File: src/rtl/bmc_frame_packer.sv
// bmc_frame_packer
//   Captures each completed word and timestamp from the BMC decoder,
//   acknowledges the decoder with a one-cycle clear pulse, buffers the
//   captures in a small FIFO and sends each one to the host MCU as an
//   8-byte 8N1 UART frame:
//   A5, {SENSOR_ID,5'b0,d[16]}, d[15:8], d[7:0], ts[23:16], ts[15:8],
//   ts[7:0], xor(B1..B6).
//
// Ports
//   clk_96MHz       system clock
//   reset           asynchronous, active-low reset
//   decoded_data    decoded word from the decoder
//   data_availible  decoder level flag, high until the decoder is cleared
//   ts_last_data    timestamp latched by the decoder with the word
//   decoder_ack     one-cycle pulse to the decoder's clear input
//   tx              UART line, idle high
//   fifo_level      current number of buffered captures
//   overflow_count  captures dropped on a full FIFO (saturating)
//   busy            high while a frame is being transmitted
module bmc_frame_packer #(
    parameter int unsigned BIT_CONSIDERED = 17,
    parameter int unsigned FIFO_DEPTH     = 4,
    parameter int unsigned BAUD_DIV       = 96,
    parameter logic [1:0]  SENSOR_ID      = 2'd0
) (
    input  logic                          clk_96MHz,
    input  logic                          reset,
    input  logic [BIT_CONSIDERED-1:0]     decoded_data,
    input  logic                          data_availible,
    input  logic [23:0]                   ts_last_data,
    output logic                          decoder_ack,
    output logic                          tx,
    output logic [$clog2(FIFO_DEPTH):0]   fifo_level,
    output logic [7:0]                    overflow_count,
    output logic                          busy
);

    localparam int unsigned PW = $clog2(FIFO_DEPTH);
    localparam int unsigned LW = PW + 1;
    localparam int unsigned CW = $clog2(BAUD_DIV);
    localparam int unsigned EW = 24 + BIT_CONSIDERED;
    localparam logic [LW-1:0] FULL_LVL  = LW'(FIFO_DEPTH);
    localparam logic [CW-1:0] BAUD_LAST = CW'(BAUD_DIV - 1);

    typedef enum logic [2:0] {
        S_IDLE,
        S_LOAD,
        S_START,
        S_DATA,
        S_STOP
    } state_t;

    // capture / FIFO state
    logic            da_q;
    logic            ack_q;
    logic [LW-1:0]   level_q;
    logic [7:0]      ovf_q;
    logic [PW-1:0]   wr_ptr_q;
    logic [PW-1:0]   rd_ptr_q;
    logic [EW-1:0]   mem_q [FIFO_DEPTH];

    // transmitter state
    state_t          state_q;
    logic            tx_q;
    logic            busy_q;
    logic [CW-1:0]   baud_q;
    logic [2:0]      bit_idx_q;
    logic [2:0]      byte_idx_q;
    logic [63:0]     frame_q;

    logic            cap;
    logic            full;
    logic            not_empty;
    logic            pop;
    logic            push;
    logic            drop;
    logic [EW-1:0]   head;
    logic [16:0]     data17;
    logic [23:0]     ts;
    logic [7:0]      b1, b2, b3, b4, b5, b6;
    logic [63:0]     frame_d;
    logic [7:0]      cur_byte;
    logic [2:0]      bit_nxt;

    // Only the rising edge of the decoder flag captures, so a decoder that is
    // slow to clear never produces duplicates.
    assign cap       = data_availible & ~da_q;
    assign full      = (level_q == FULL_LVL);
    assign not_empty = (level_q != '0);
    assign pop       = (state_q == S_LOAD);
    // A pop on the same edge frees a slot, so a full FIFO still accepts.
    assign push      = cap & (~full | pop);
    assign drop      = cap & full & ~pop;

    always_ff @(posedge clk_96MHz or negedge reset) begin
        if (!reset) begin
            da_q     <= 1'b0;
            ack_q    <= 1'b0;
            level_q  <= '0;
            ovf_q    <= '0;
            wr_ptr_q <= '0;
            rd_ptr_q <= '0;
        end else begin
            da_q  <= data_availible;
            ack_q <= cap;
            if (push) wr_ptr_q <= wr_ptr_q + 1'b1;
            if (pop)  rd_ptr_q <= rd_ptr_q + 1'b1;
            case ({push, pop})
                2'b10:   level_q <= level_q + 1'b1;
                2'b01:   level_q <= level_q - 1'b1;
                default: level_q <= level_q;
            endcase
            if (drop && (ovf_q != 8'hFF)) ovf_q <= ovf_q + 8'd1;
        end
    end

    // Storage carries no reset; pointer reset alone empties the FIFO.
    always_ff @(posedge clk_96MHz) begin
        if (push) mem_q[wr_ptr_q] <= {ts_last_data, decoded_data};
    end

    // Frame assembly from the FIFO head; B0 sits in the low byte so the
    // byte index selects directly.
    always_comb begin
        head   = mem_q[rd_ptr_q];
        data17 = '0;
        data17[BIT_CONSIDERED-1:0] = head[BIT_CONSIDERED-1:0];
        ts     = head[EW-1:BIT_CONSIDERED];
        b1     = {SENSOR_ID, 5'b0, data17[16]};
        b2     = data17[15:8];
        b3     = data17[7:0];
        b4     = ts[23:16];
        b5     = ts[15:8];
        b6     = ts[7:0];
        frame_d = {b1 ^ b2 ^ b3 ^ b4 ^ b5 ^ b6, b6, b5, b4, b3, b2, b1, 8'hA5};
        cur_byte = frame_q[{byte_idx_q, 3'b000} +: 8];
        bit_nxt  = bit_idx_q + 3'd1;
    end

    always_ff @(posedge clk_96MHz or negedge reset) begin
        if (!reset) begin
            state_q    <= S_IDLE;
            tx_q       <= 1'b1;
            busy_q     <= 1'b0;
            baud_q     <= '0;
            bit_idx_q  <= '0;
            byte_idx_q <= '0;
            frame_q    <= '0;
        end else begin
            case (state_q)
                S_IDLE: begin
                    tx_q <= 1'b1;
                    if (not_empty) begin
                        state_q <= S_LOAD;
                        busy_q  <= 1'b1;
                    end
                end
                S_LOAD: begin
                    frame_q    <= frame_d;
                    byte_idx_q <= '0;
                    baud_q     <= '0;
                    tx_q       <= 1'b0;
                    state_q    <= S_START;
                end
                S_START: begin
                    if (baud_q == BAUD_LAST) begin
                        baud_q    <= '0;
                        bit_idx_q <= '0;
                        tx_q      <= cur_byte[0];
                        state_q   <= S_DATA;
                    end else begin
                        baud_q <= baud_q + 1'b1;
                    end
                end
                S_DATA: begin
                    if (baud_q == BAUD_LAST) begin
                        baud_q <= '0;
                        if (bit_idx_q == 3'd7) begin
                            tx_q    <= 1'b1;
                            state_q <= S_STOP;
                        end else begin
                            bit_idx_q <= bit_nxt;
                            tx_q      <= cur_byte[bit_nxt];
                        end
                    end else begin
                        baud_q <= baud_q + 1'b1;
                    end
                end
                S_STOP: begin
                    if (baud_q == BAUD_LAST) begin
                        baud_q <= '0;
                        if (byte_idx_q != 3'd7) begin
                            byte_idx_q <= byte_idx_q + 3'd1;
                            tx_q       <= 1'b0;
                            state_q    <= S_START;
                        end else if (not_empty) begin
                            // Back-to-back: skip IDLE so the only gap is LOAD.
                            state_q <= S_LOAD;
                        end else begin
                            busy_q  <= 1'b0;
                            state_q <= S_IDLE;
                        end
                    end else begin
                        baud_q <= baud_q + 1'b1;
                    end
                end
                default: begin
                    tx_q    <= 1'b1;
                    busy_q  <= 1'b0;
                    state_q <= S_IDLE;
                end
            endcase
        end
    end

    assign decoder_ack    = ack_q;
    assign tx             = tx_q;
    assign fifo_level     = level_q;
    assign overflow_count = ovf_q;
    assign busy           = busy_q;

endmodule
File: config.mk
export PLATFORM = sky130hd
export DESIGN_NAME = bmc_frame_packer
export DESIGN_NICKNAME = d
export VERILOG_FILES = /design/src/rtl/bmc_frame_packer.sv
export SDC_FILE = /design/constraint.sdc
export NUM_CORES = 1
export LEC_CHECK = 0
export ABC_CLOCK_PERIOD_IN_PS = 3700
export CORE_MARGIN = 3
export CORE_UTILIZATION = 60
export DETAILED_ROUTE_END_ITERATION = 8
export PLACE_DENSITY = 0.92
export SYNTH_ARGS = -nofsm -noshare
export SYNTH_HDL_FRONTEND = slang
export SYNTH_SLANG_ARGS = --single-unit
File: constraint.sdc
create_clock -name clk_96MHz -period 3.7 [get_ports clk_96MHz]
set_input_delay 0.74 -clock clk_96MHz [delete_from_list [all_inputs] [get_ports clk_96MHz]]
set_output_delay 0.74 -clock clk_96MHz [all_outputs]
set_load 0.03 [all_outputs]
Word-level counts from Yosys, hierarchy flattened
Memories as Yosys holds them, arrays and structs flattened.
Index checks and enable logic that the tools add are counted.
{"block": "word_totals", "ff_bits": 88, "ramBits": 164, "input_bits": 44, "output_inout_bits": 14, "wordCells": 105, "n_memories": 1}
{"memory": "mem_q", "depth": 4, "width": 41, "rd": 1, "rd_ports_with_merged_regs": 0, "wr": 1, "line_no": "60", "rtl": "logic [EW-1:0] mem_q [FIFO_DEPTH];"}
{"block": "classes", "n_addsub": 8, "n_lt_le_gt_ge": 1, "eq_ne": 20, "shifts": 1, "n_mux": 33, "n_bitwise": 14, "n_reduce_logical": 14}
{"op": "$shiftx A64 B7 Y8", "n": 1}
{"op": "$xor A8 B8 Y8", "n": 4}
{"op": "$mux W3", "n": 10}
{"op": "$ne A2 B2 Y1 const B", "n": 9}
{"op": "$pmux W3 S2", "n": 3}
{"op": "$pmux W3 S5", "n": 1}
{"op": "$pmux W7 S2", "n": 1}
{"op": "$mux W1", "n": 13}
{"op": "$reduce_and A5 Y1", "n": 2}
{"op": "$add A3 B1 Y3 const B", "n": 3}
{"op": "$eq A3 B3 Y1 const B", "n": 3}
{"op": "$add A8 B1 Y8 const B", "n": 1}
{"op": "$ne A8 B8 Y1 const B", "n": 1}
{"op": "$reduce_and A4 Y1", "n": 2}
{"op": "$reduce_bool A2 Y1", "n": 4}
{"op": "$xor A1 B8 Y8", "n": 1}
{"op": "$add A7 B1 Y7 const B", "n": 1}
{"op": "$eq A7 B7 Y1 const B", "n": 1}
{"op": "$mux W7", "n": 1}
{"op": "$eq A3 B2 Y1 const B", "n": 2}
{"op": "$reduce_or A3 Y1", "n": 2}
{"op": "$add A2 B1 Y2 const B", "n": 2}
{"op": "$and A1 B1 Y1", "n": 4}
{"op": "$lt A3 B4 Y1 const B", "n": 1}
{"op": "other kinds (15)", "n": 18}

Longest topological paths before layout
Gate-level depths: netlist of run 1.
{"block": "depth", "word_depth": 6, "depth_mapped": 12, "depth_no_buf": 10}

Worst setup path before layout of run 1
No wires, ideal clock.
{"block": "synth_path", "path_kind": "register to register", "start": "reg state_q[1]", "end": "mem mem_q[0][0] (netlist name) (enable)", "setup_ns": 0.402, "arrival_ns": 2.479, "required_time_ns": 3.298, "path_slack_ns": 0.819, "path_stages_with_launch": 7, "n_path_buf": 2, "synth_period_minus_slack_ns": 2.881, "path_cell_list": "dfrtp_1 > or3b_2 > buf_2 > nand3_1 > and2_1 > clkbuf_1 > and2_1"}
{"block": "synth_via", "elab_chain_len": 5}
{"element": "from (decl)", "line_no": "63", "rtl": "state_t state_q;"}
{"element": "from (signal assigned)", "line_no": "142", "rtl": "state_q <= S_IDLE;"}
{"element": "from (signal assigned)", "line_no": "154", "rtl": "state_q <= S_LOAD;"}
{"element": "from (signal assigned)", "line_no": "163", "rtl": "state_q <= S_START;"}
{"element": "$eq A3 B1 Y1", "line_no": "90", "rtl": "assign pop = (state_q == S_LOAD);"}
{"element": "$or A1 B1 Y1", "line_no": "92", "rtl": "assign push = cap & (~full | pop);"}
{"element": "$and A1 B1 Y1", "line_no": "92"}
{"element": "$mux W1", "line_no": "119", "rtl": "if (push) mem_q[wr_ptr_q] <= {ts_last_data, decoded_data};"}
{"element": "$mux W1 (implied by the code)", "line_no": "119"}
{"element": "to (decl)", "line_no": "60"}
Every way passes these cells.

Final worst setup path of run 1
{"block": "layout_path", "start": "reg byte_idx_q[1]", "end": "reg tx_q, in the netlist tx"}
{"block": "layout_via", "elab_chain_len": 6, "word_cells_on_any_way": 10, "cone_classes": "2 x eq/ne; 1 x shift; 6 x mux; 1 x reduce/logical"}
{"element": "from (decl)", "line_no": "68", "rtl": "logic [2:0] byte_idx_q;"}
{"element": "from (signal assigned)", "line_no": "193", "rtl": "byte_idx_q <= byte_idx_q + 3'd1;"}
{"element": "$shiftx A64 B7 Y8", "line_no": "136", "rtl": "cur_byte = frame_q[{byte_idx_q, 3'b000} +: 8];"}
{"element": "$bmux W1 S3", "line_no": "183", "rtl": "tx_q <= cur_byte[bit_nxt];"}
{"element": "$mux W1 (implied by the code)", "line_no": "183"}
{"element": "$mux W1", "line_no": "178", "rtl": "if (bit_idx_q == 3'd7) begin"}
{"element": "$mux W1", "line_no": "176", "rtl": "if (baud_q == BAUD_LAST) begin"}
{"element": "$pmux W1 S4", "line_no": "150", "rtl": "case (state_q)"}
{"element": "to (signal assigned)", "line_no": "169", "rtl": "tx_q <= cur_byte[0];"}
{"element": "to (signal assigned)", "line_no": "183"}
{"element": "to (decl)", "line_no": "64", "rtl": "logic tx_q;"}
Parallel ways exist; a longest one is shown, timed or not. The select of a mux whose other input is x is not followed.
A chain may end at the register's enable or synchronous reset.

==> run metrics, run 1 <==
row cnt 47; CTS root buf clkbuf_16; fraction of layout cells with a size suffix above 1 0.140; Tightest Pin Transition 1.09 ns; Post-Synth XOR/XNOR Area 0.0399; Max-slew headroom 0.272; Die X-Extent 139 microns; final non-filler cell total 1015; Synth area leader edfxtp_1; Min Clock Period, post-route 2.81 ns; maximum vdd drop 577 uV; Cell Area, Synth 10500 sq um; crit end category register; via count 6214; final count of hold timing violations 0; placed instance area 11300 sq um; PD cells 531 nW/um^2; DP HPWL 12800 microns; RSZ-0062 raised after global routing no; total core area 16900 sq um; post-synthesis mux area share 0.127; Final nets 832; io pins 58; drc violations 0; Skew-Pair Late Insertion Delay 0.53 ns; kind of critical path reg2reg; vias in the first global route 6532; DR pass1 iterations 5; Setup TNS Final 0 ns; CP Launch Type register; ys flop type edfxtp_1; net count after synthesis 773; YS warnings 0; clock sink count 249; Overflow after GRT 0; Setup violations, final 0; Avg WL per Cell 21.8 microns; sequential fraction of the synthesis area 0.669; maximum fanout along the worst path 23; number of max-slew violations in the final report 0; post-CTS sizing 0; Synth area leaders edfxtp_1, dfrtp_1, mux4_2; Met3 Wirelength 1290 microns; Async SR Flop Fraction 0.341; met2 wire length 11800 microns; die footprint 19200 sq um; reg2reg path depth 6; Final GP Congestion 0.808; max-cap violation count 0; global-route wire length before repair 35600 microns; Synth cell types 53; Layout area overhead 14.9%; Inserted Diodes 0; Hold Buf Count CTS 0; Post-Synthesis Cells 717; die height 139 microns; WP data arrival 3.26 ns; initial antenna violation count 0; syn avg cell area 14.7 sq um; DR vias/cell 6.12; Max H-tree Level 1; Max Clock Freq 0.356 GHz; Simple-Gate Fraction of Synth Area 0.0879; EDFF count, synth 164; PortBufs 57; status finished, final reports clean; Starting Density 0.624; postcts setup bufs 0; register bit count reported by yosys 249; CTS tree done; worst hold path type in2async; placed cells 969; pin count of the biggest net entering global routing 86; uppermost layer routed met4; top cell type's share of synthesized area 0.467; largest family of logic cells by synthesized area multiplexers; fillcell total 957; CTS buffer count 25; post-route cell area 12100 sq um; clock tree buffer depth 3; DRT Wirelength 22100 microns; wire length on met1 8210 microns; 1st-iter DRT viols 550; worst clock skew 0.0117 ns; overall routing resource usage 0.233; clock-pin slew on the worst setup and hold paths 0.06 ns; Tcrit/Tclk final 0.758; Adder-Cell Fraction of Synth Area 0.0159; Crit path required time 4.15 ns; Synth Area in Compound Gates 0.0413; Static Leakage 0.00443 uW; antenna-violating nets left 0
[cells in the final DEF (no fill, tap or decap), types with 3 or more instances in the layout]
| cell | instances |
|---|---|
| o31ai_1 | 4 |
| ha_1 | 11 |
| o211ai_1 | 3 |
| nor2_1 | 16 |
| clkbuf_1 | 6 |
| xnor2_1 | 35 |
| and2_2 | 4 |
| mux4_2 | 44 |
| clkinv_1 | 4 |
| a21oi_1 | 10 |
| clkdlybuf4s50_1 | 56 |
| edfxtp_1 | 164 |
| a31oi_1 | 3 |
| clkbuf_16 | 25 |
| inv_1 | 11 |
| mux2_2 | 5 |
| clkinv_2 | 7 |
| nand2_1 | 162 |
| nand2b_1 | 4 |
| nand4_1 | 4 |
| o22ai_1 | 4 |
| mux2i_1 | 22 |
| nand3_1 | 8 |
| a22oi_1 | 5 |
| o21ai_0 | 29 |
| buf_4 | 12 |
| dfrtp_1 | 83 |
| nor3_1 | 6 |
| xor2_1 | 13 |
[state kept, by name, summed over array words and instances, names as in the netlist, 3 cells and up]
signal,cells
baud_q,7
byte_idx_q,3
bit_idx_q,3
frame_q,50
state_q,3
fifo_level,3
mem_q,164
overflow_count,8
[worst max-delay path, cell delays in order, from the launching register on]
cell and delay, ns:
dfrtp_1 1.06, mux2i_1 0.17, mux4_2 0.53, mux2_4 0.29, a2111oi_4 0.35, o311ai_1 0.16, a21oi_1 0.17
[report_power, final]
group / internal (uW) / switching [uW]
Sequential: 3220 / 97.7
Combinational: 276 / 397
Clock: 1390 / 1040
[cells by family after synthesis]
logic type / count (synthesis)
AND/OR/NAND/NOR: 217
AO/OA/AOI/OAI: 68
XOR/XNOR: 48
adder cells (fa/ha/maj): 13
flip-flops: 249
buffers and inverters: 48
multiplexers: 74
[synth_stat cells, types with 10 or more instances]
cell / count
edfxtp_1: 164
nand2_1: 162
dfrtp_1: 84
mux4_2: 44
xnor2_1: 35
o21ai_0: 29
mux2i_1: 22
clkbuf_1: 21
nor2_1: 16
xor2_1: 13
ha_1: 11
inv_1: 11
a21oi_1: 10
buf_2: 10
[path summary, 6_finish.rpt]
kind | startpoint | to | slack (ns)
worst min register to register | da_q | decoder_ack | 0.45
worst max register to register | byte_idx_q[1] | tx | 0.89
max in group asynchronous | reset | rd_ptr_q[0] | 2.56
worst min-delay path | reset | overflow_count[1] | 0.41
worst max-delay path | byte_idx_q[1] | tx | 0.89
min in group clk_96MHz | da_q | decoder_ack | 0.45
[metal layers]
layer  track usage  up-vias
met1         0.297     3145
met3        0.0338       59
met4        0.0806        0
met5             0        -
li1              -     2754
met2         0.415      256
[layout make-up]
cell class                      instances  area [sq um]  area share
Tap cell                              220           275      0.0227
Sequential cell                       249          7050       0.583
Clock inverter                         15           141      0.0117
Clock buffer                           31           648      0.0535
Inverter                               12          45.0     0.00372
Multi-Input combinational cell        420          3290       0.272
Timing Repair Buffer                   68           651      0.0538
[metrics by stage]
step	hold slack [ns]	worst slack, ns	total power [uW]	util
finish	0.407	0.894	6430	0.717
global route	0.452	0.765	6630	0.717
CTS	0.440	0.918	6460	0.717
detailed placement	0.422	0.811	4040	0.670
global placement	0.426	0.930	3980	0.670
floorplan	0.396	0.819	3740	-
No activity file was read; power rests on OpenSTA's default activity.
==> inputs of run 2 (changes only) <==
Settings changed: ABC_CLOCK_PERIOD_IN_PS 3700 to 2500, CORE_UTILIZATION 60 to 54, PLACE_DENSITY 0.92 to 0.88.
Clock period 3.7 ns to 2.5 ns, I/O delays scaled along.
==> run metrics, run 2 (synthesis gave the netlist of run 1 again) <==
status finished, final reports clean (unchanged); vias in the first global route 6133 (was 6532); slowest stage delay, CP 0.67 ns (was 1.06 ns); clock network power share 0.391 (was 0.378); kind of critical path reg2out (was reg2reg); Comb power frac 0.104 (was 0.105); worst clock skew 0.0118 ns (was 0.0117 ns); Max-slew headroom 0.591 (was 0.272); Overflow after GRT 0 (unchanged); Final GP Congestion 0.831 (was 0.808); Tcrit/Tclk final 0.898; crit end category output port (was register); die height 146 microns (was 139 microns); most frequent cells in the layout edfxtp_1, nand2_1, dfrtp_1 (unchanged); Tightest Pin Transition 0.613 ns (was 1.09 ns); WP buf/inv 1 (was 0); via count 6011 (was 6214); DR vias/cell 5.62 (was 6.12); Hold WS 0.433 ns (was 0.407 ns); Setup TNS Final 0 ns (unchanged); max reg flops 164 (unchanged); CTS root buf clkbuf_16 (unchanged); Setup violations, final 0 (unchanged); final setup margin 0.255 ns (was 0.894 ns); postcts setup bufs 0 (unchanged); Avg WL per Cell 18.7 microns (was 21.8 microns); RSZ-0062 raised after global routing no (unchanged); Die X-Extent 146 microns (was 139 microns); 1st-iter DRT viols 422 (was 550); DR pass1 iterations 5 (unchanged); initial antenna violation count 0 (unchanged); DRT Wirelength 20000 microns (was 22100 microns); pin count of the biggest net entering global routing 62 (was 86); Min Clock Period, post-route 2.25 ns; final core occ 0.655 (was 0.717); Inserted Diodes 0 (unchanged); dpl ws 0.113 ns (was 0.811 ns); Max Clock Freq 0.445 GHz; Static Leakage 0.00455 uW (was 0.00443 uW); Crit path required time 2.00 ns (was 4.15 ns); Seq pwr share 0.505 (was 0.517); PD cells 783 nW/um^2 (was 531 nW/um^2); WP data arrival 1.75 ns (was 3.26 ns); Max H-tree Level 1 (unchanged); delay-heaviest family, CP buffers and inverters (was flip-flops); worst hold path type reg2reg (was in2async); DP HPWL 12700 microns (was 12800 microns); PortBufs 57 (unchanged); Max stage delay cell, worst path clkdlybuf4s50_1 (was dfrtp_1); row cnt 50 (was 47); sw frac 0.227 (was 0.238); maximum vdd drop 621 uV (was 577 uV); reg2reg setup slack 0.27 ns (was 0.89 ns); final count of hold timing violations 0 (unchanged); CTS buffer count 25 (unchanged); max-cap violation count 0 (unchanged); fillcell total 1250 (was 957); global-route wire length before repair 32800 microns (was 35600 microns); Starting Density 0.556 (was 0.624); antenna-violating nets left 0 (unchanged); Int Pwr 7510 uW (was 4900 uW); maximum fanout along the worst path 2 (was 23); drc violations 0 (unchanged); overall routing resource usage 0.192 (was 0.233); Largest Register mem_q (unchanged); switching pwr 2210 uW (was 1530 uW); Final nets 846 (was 832); io pins 58 (unchanged); most common cell after layout, fill and taps aside edfxtp_1 (unchanged); CP Launch Type register (unchanged); total core area 19000 sq um (was 16900 sq um); clock-pin slew on the worst setup and hold paths 0.06 ns (about the same); die footprint 21200 sq um (was 19200 sq um); clock tree buffer depth 3 (unchanged); fraction of layout cells with a size suffix above 1 0.156 (was 0.140); critical-path cell list clkdlybuf4s50_1 (was mux2i_1 -> mux4_2 -> mux2_4 -> a2111oi_4 -> o311ai_1 -> a21oi_1); clock sink count 249 (unchanged); CTS tree done (unchanged); Layout area overhead 17.7% (was 14.9%); number of max-slew violations in the final report 0 (unchanged); Skew-Pair Late Insertion Delay 0.52 ns (was 0.53 ns)
## run 2: cell type report
| cell class | count | area (sq um) | share of cell area |
|---|---|---|---|
| clock inverters | 12 | 150 | 0.0121 |
| well taps | 260 | 325 | 0.0262 |
| inverters | 12 | 45.0 | 0.00363 |
| clock buffers | 34 | 709 | 0.0572 |
| repair buffers | 82 | 833 | 0.0672 |
| multi-input cells | 420 | 3290 | 0.265 |
| flip-flops and latches | 249 | 7060 | 0.569 |
## run 2: power by group through the flow
| stage | clock network (uW) | logic, uW | registers, uW |
|---|---|---|---|
| after floorplan | 0 | 492 | 5040 |
| after global placement | 0 | 984 | 4960 |
| after detailed placement | 0 | 1020 | 4990 |
| after CTS | 3870 | 1030 | 4910 |
| after global routing | 4010 | 1100 | 4940 |
| final | 3800 | 1020 | 4910 |
## run 2: metal layers
metal  global-route usage  wire length, microns
met1                0.264                  8370
met2                0.321                 10200
met3               0.0296                   884
met4               0.0565                   621
met5                    0                     0
## run 2: path summary, 6_finish.rpt
kind / from / end / cells past startpoint
worst max register to register: baud_q[0] / byte_idx_q[0] / 6
worst min register to register: da_q / decoder_ack / 1
min in group asynchronous: reset / overflow_count[3] / 2
worst max-delay path: tx / tx / 1
max in group asynchronous: reset / tx / 3
worst min-delay path: da_q / decoder_ack / 1
## run 2: through the flow
stage          total power, uW  instance area (sq um)  cells
2_1_floorplan             5530                  10500    717
3_3_place_gp              5950                  11500   1022
3_5_place_dp              6010                  11500   1022
4_1_cts                   9810                  12400   1069
5_1_grt                  10100                  12400   1069
6_report                  9720                  12400   1069
## run 2: what timing repair did
action                                 in CTS  in global routing
gates resized for setup                     0                  1
hold buffers                                1                  0
endpoints found under the hold margin      38                  0
setup endpoints to repair                   0                  1
==> variant: new RTL, config.mk and constraints of run 1 <==
Set the parameter `FIFO_DEPTH` to 2 (it was 4).
--- a/src/rtl/bmc_frame_packer.sv
+++ b/src/rtl/bmc_frame_packer.sv
@@ -20,5 +20,5 @@
 module bmc_frame_packer #(
     parameter int unsigned BIT_CONSIDERED = 17,
-    parameter int unsigned FIFO_DEPTH     = 4,
+    parameter int unsigned FIFO_DEPTH     = 2,
     parameter int unsigned BAUD_DIV       = 96,
     parameter logic [1:0]  SENSOR_ID      = 2'd0
Ports: changed (resized fifo_level); port bits go from 58 to 57. The function was not compared with the original's and may differ.
==> variant against run 1 <==
  * Setup slack lost 0.027 ns
  * Sequential power fell by 12%
  * Utilization is 1.4 points higher
  * Area after synthesis fell by 28%
  * Power increased by 2.2%
  * Cell area shrank 27%
  * Sequential cell count down 85
  * Routed wire length shrank 28%
  * Worst hold slack improved by 0.037 ns
  * Synthesized cell count is 14% lower
  * Count of clock-buffer cells in the layout is 9 lower
  * Largest power group unchanged
==> variant: results (changes against run 1) <==
Layout
  • Design area: 8894 um2 (-27%)
  • Sequential Area: 4517 um2 (-36%)
  • Non-clk invs: 6 (-6)
  • Layout Nets: 718 (-14%)
  • Clock buf/inv share: 6.950% (+0.43 points)
  • Multi-input gates: 414 (-1.4%)
  • Non-CTS buffers: 64 (-5.9%)
  • Clock buffers: 22 (-29%)
  • Non-clk buf share: 7.091% (+1.7 points)
  • Layout overhead on the synthesized area: 17.31%
  • Max reg flops: 82 (-50%)
  • Share of layout cells above drive strength 1: 8.676% (-5.3 points)

Placed design
  • Port-buffer cells: 56 (-1.8%)
  • Cells after DPL: 816 (-16%)
  • Cell Area, Placed: 8275 um2 (-27%)
  • Detailed Place HPWL: 10400 um (-19%)

Power
  • Seq pwr share: 44.3% (-7.4 points)
  • P_leak: 3.450 nW (-22%)
  • Seq. pwr: 2.91 mW (-12%)
  • Clock group: 1.84 mW (-24%)

Synthesis
  • Syn_area_per_cell: 12.31 um2 (-16%)
  • Post-synth net total: 667 (-14%)
  • Ys async rst share: 50.00% (+16 points)
  • Register area share after synthesis: 59.56% (-7.4 points)
  • Area contributors post-synth: edfxtp_1, dfrtp_1, mux2i_1
  • Number of synthesized flops with an enable pin: 82 (-50%)

Clock network
  • CTS max path bufs: 2 (-1)
  • H-tree levels: 4 (+3)
  • Clock sinks: 164 (-34%)
  • Worst-skew pair later-pin latency: 0.42 ns (-0.11 ns)

Detailed routing
  • WL met3: 878 um (-32%)
  • WL met2: 8530 um (-28%)
  • DRT iter0 DRCs: 420 (-24%)
  • Drt first pass iters: 7 (+2)
  • DRT Wirelength: 15920 um (-28%)
  • WL met1: 5957 um (-27%)

STA
  • Slew @ Worst Pin: 1.019 ns (-0.07308 ns)
  • Worst hold margin: 0.4445 ns (+0.03723 ns)
  • Max Clk Rate: 353.0 MHz (-0.95%)

Outcome
  • Status: completed

GRT
  • M3 GR Usage: 5.742% (+2.4 points)
  • Vias in the first global route: 5194 (-20%)
  • Largest net degree at the start of global routing: 103 (+20%)
  • First-pass GRT wire length: 25990 um (-27%)
  • Grt met2 use: 41.51% (about the same)

Setup path
  • R2R setup slack: 0.87 ns (-0.03 ns)
  • Arr. time, crit path: 3.17 ns (-0.09 ns)
  • Crit path largest cell delay: 0.92 ns (-0.14 ns)
  • Worst r2r path cells: 7 (+1)

Min path
  • Worst hold path class: reg -> reg
[variant: changes by cell type in the layout (fill, tap and decap cells not counted), sizes merged, moves of 6 or more]
cell / delta
clkinv: -6
mux4: -39
inv: -6
edfxtp: -82
a21oi: +14
nand2: -83
clkbuf: -9
mux2i: +36
nor2: +12
o21ai: +32
xnor2: +15
xor2: +8
[variant: cells by family (layout without fill, tap and decap cells)]
family / count (synthesis) / in the layout / share of synthesized area [%]
AO/OA/AOI/OAI: 123 / 123 / 9.589
flip-flops: 164 / 164 / 59.56
AND/OR/NAND/NOR: 143 / 143 / 8.665
XOR/XNOR: 71 / 71 / 8.203
adder cells (fa/ha/maj): 8 / 8 / 1.287
buffers and inverters: 38 / 102 / 2.360
multiplexers: 69 / 69 / 10.33
[variant: worst reg2reg max path, delay by kind of cell, from the launching register on]
kind                   cells  cell delay [ns]
DFF                        1             0.92
AOI/OAI and AO/OA          2             0.25
and+or+nand+nor            3             0.69
buffers and inverters      2             0.88
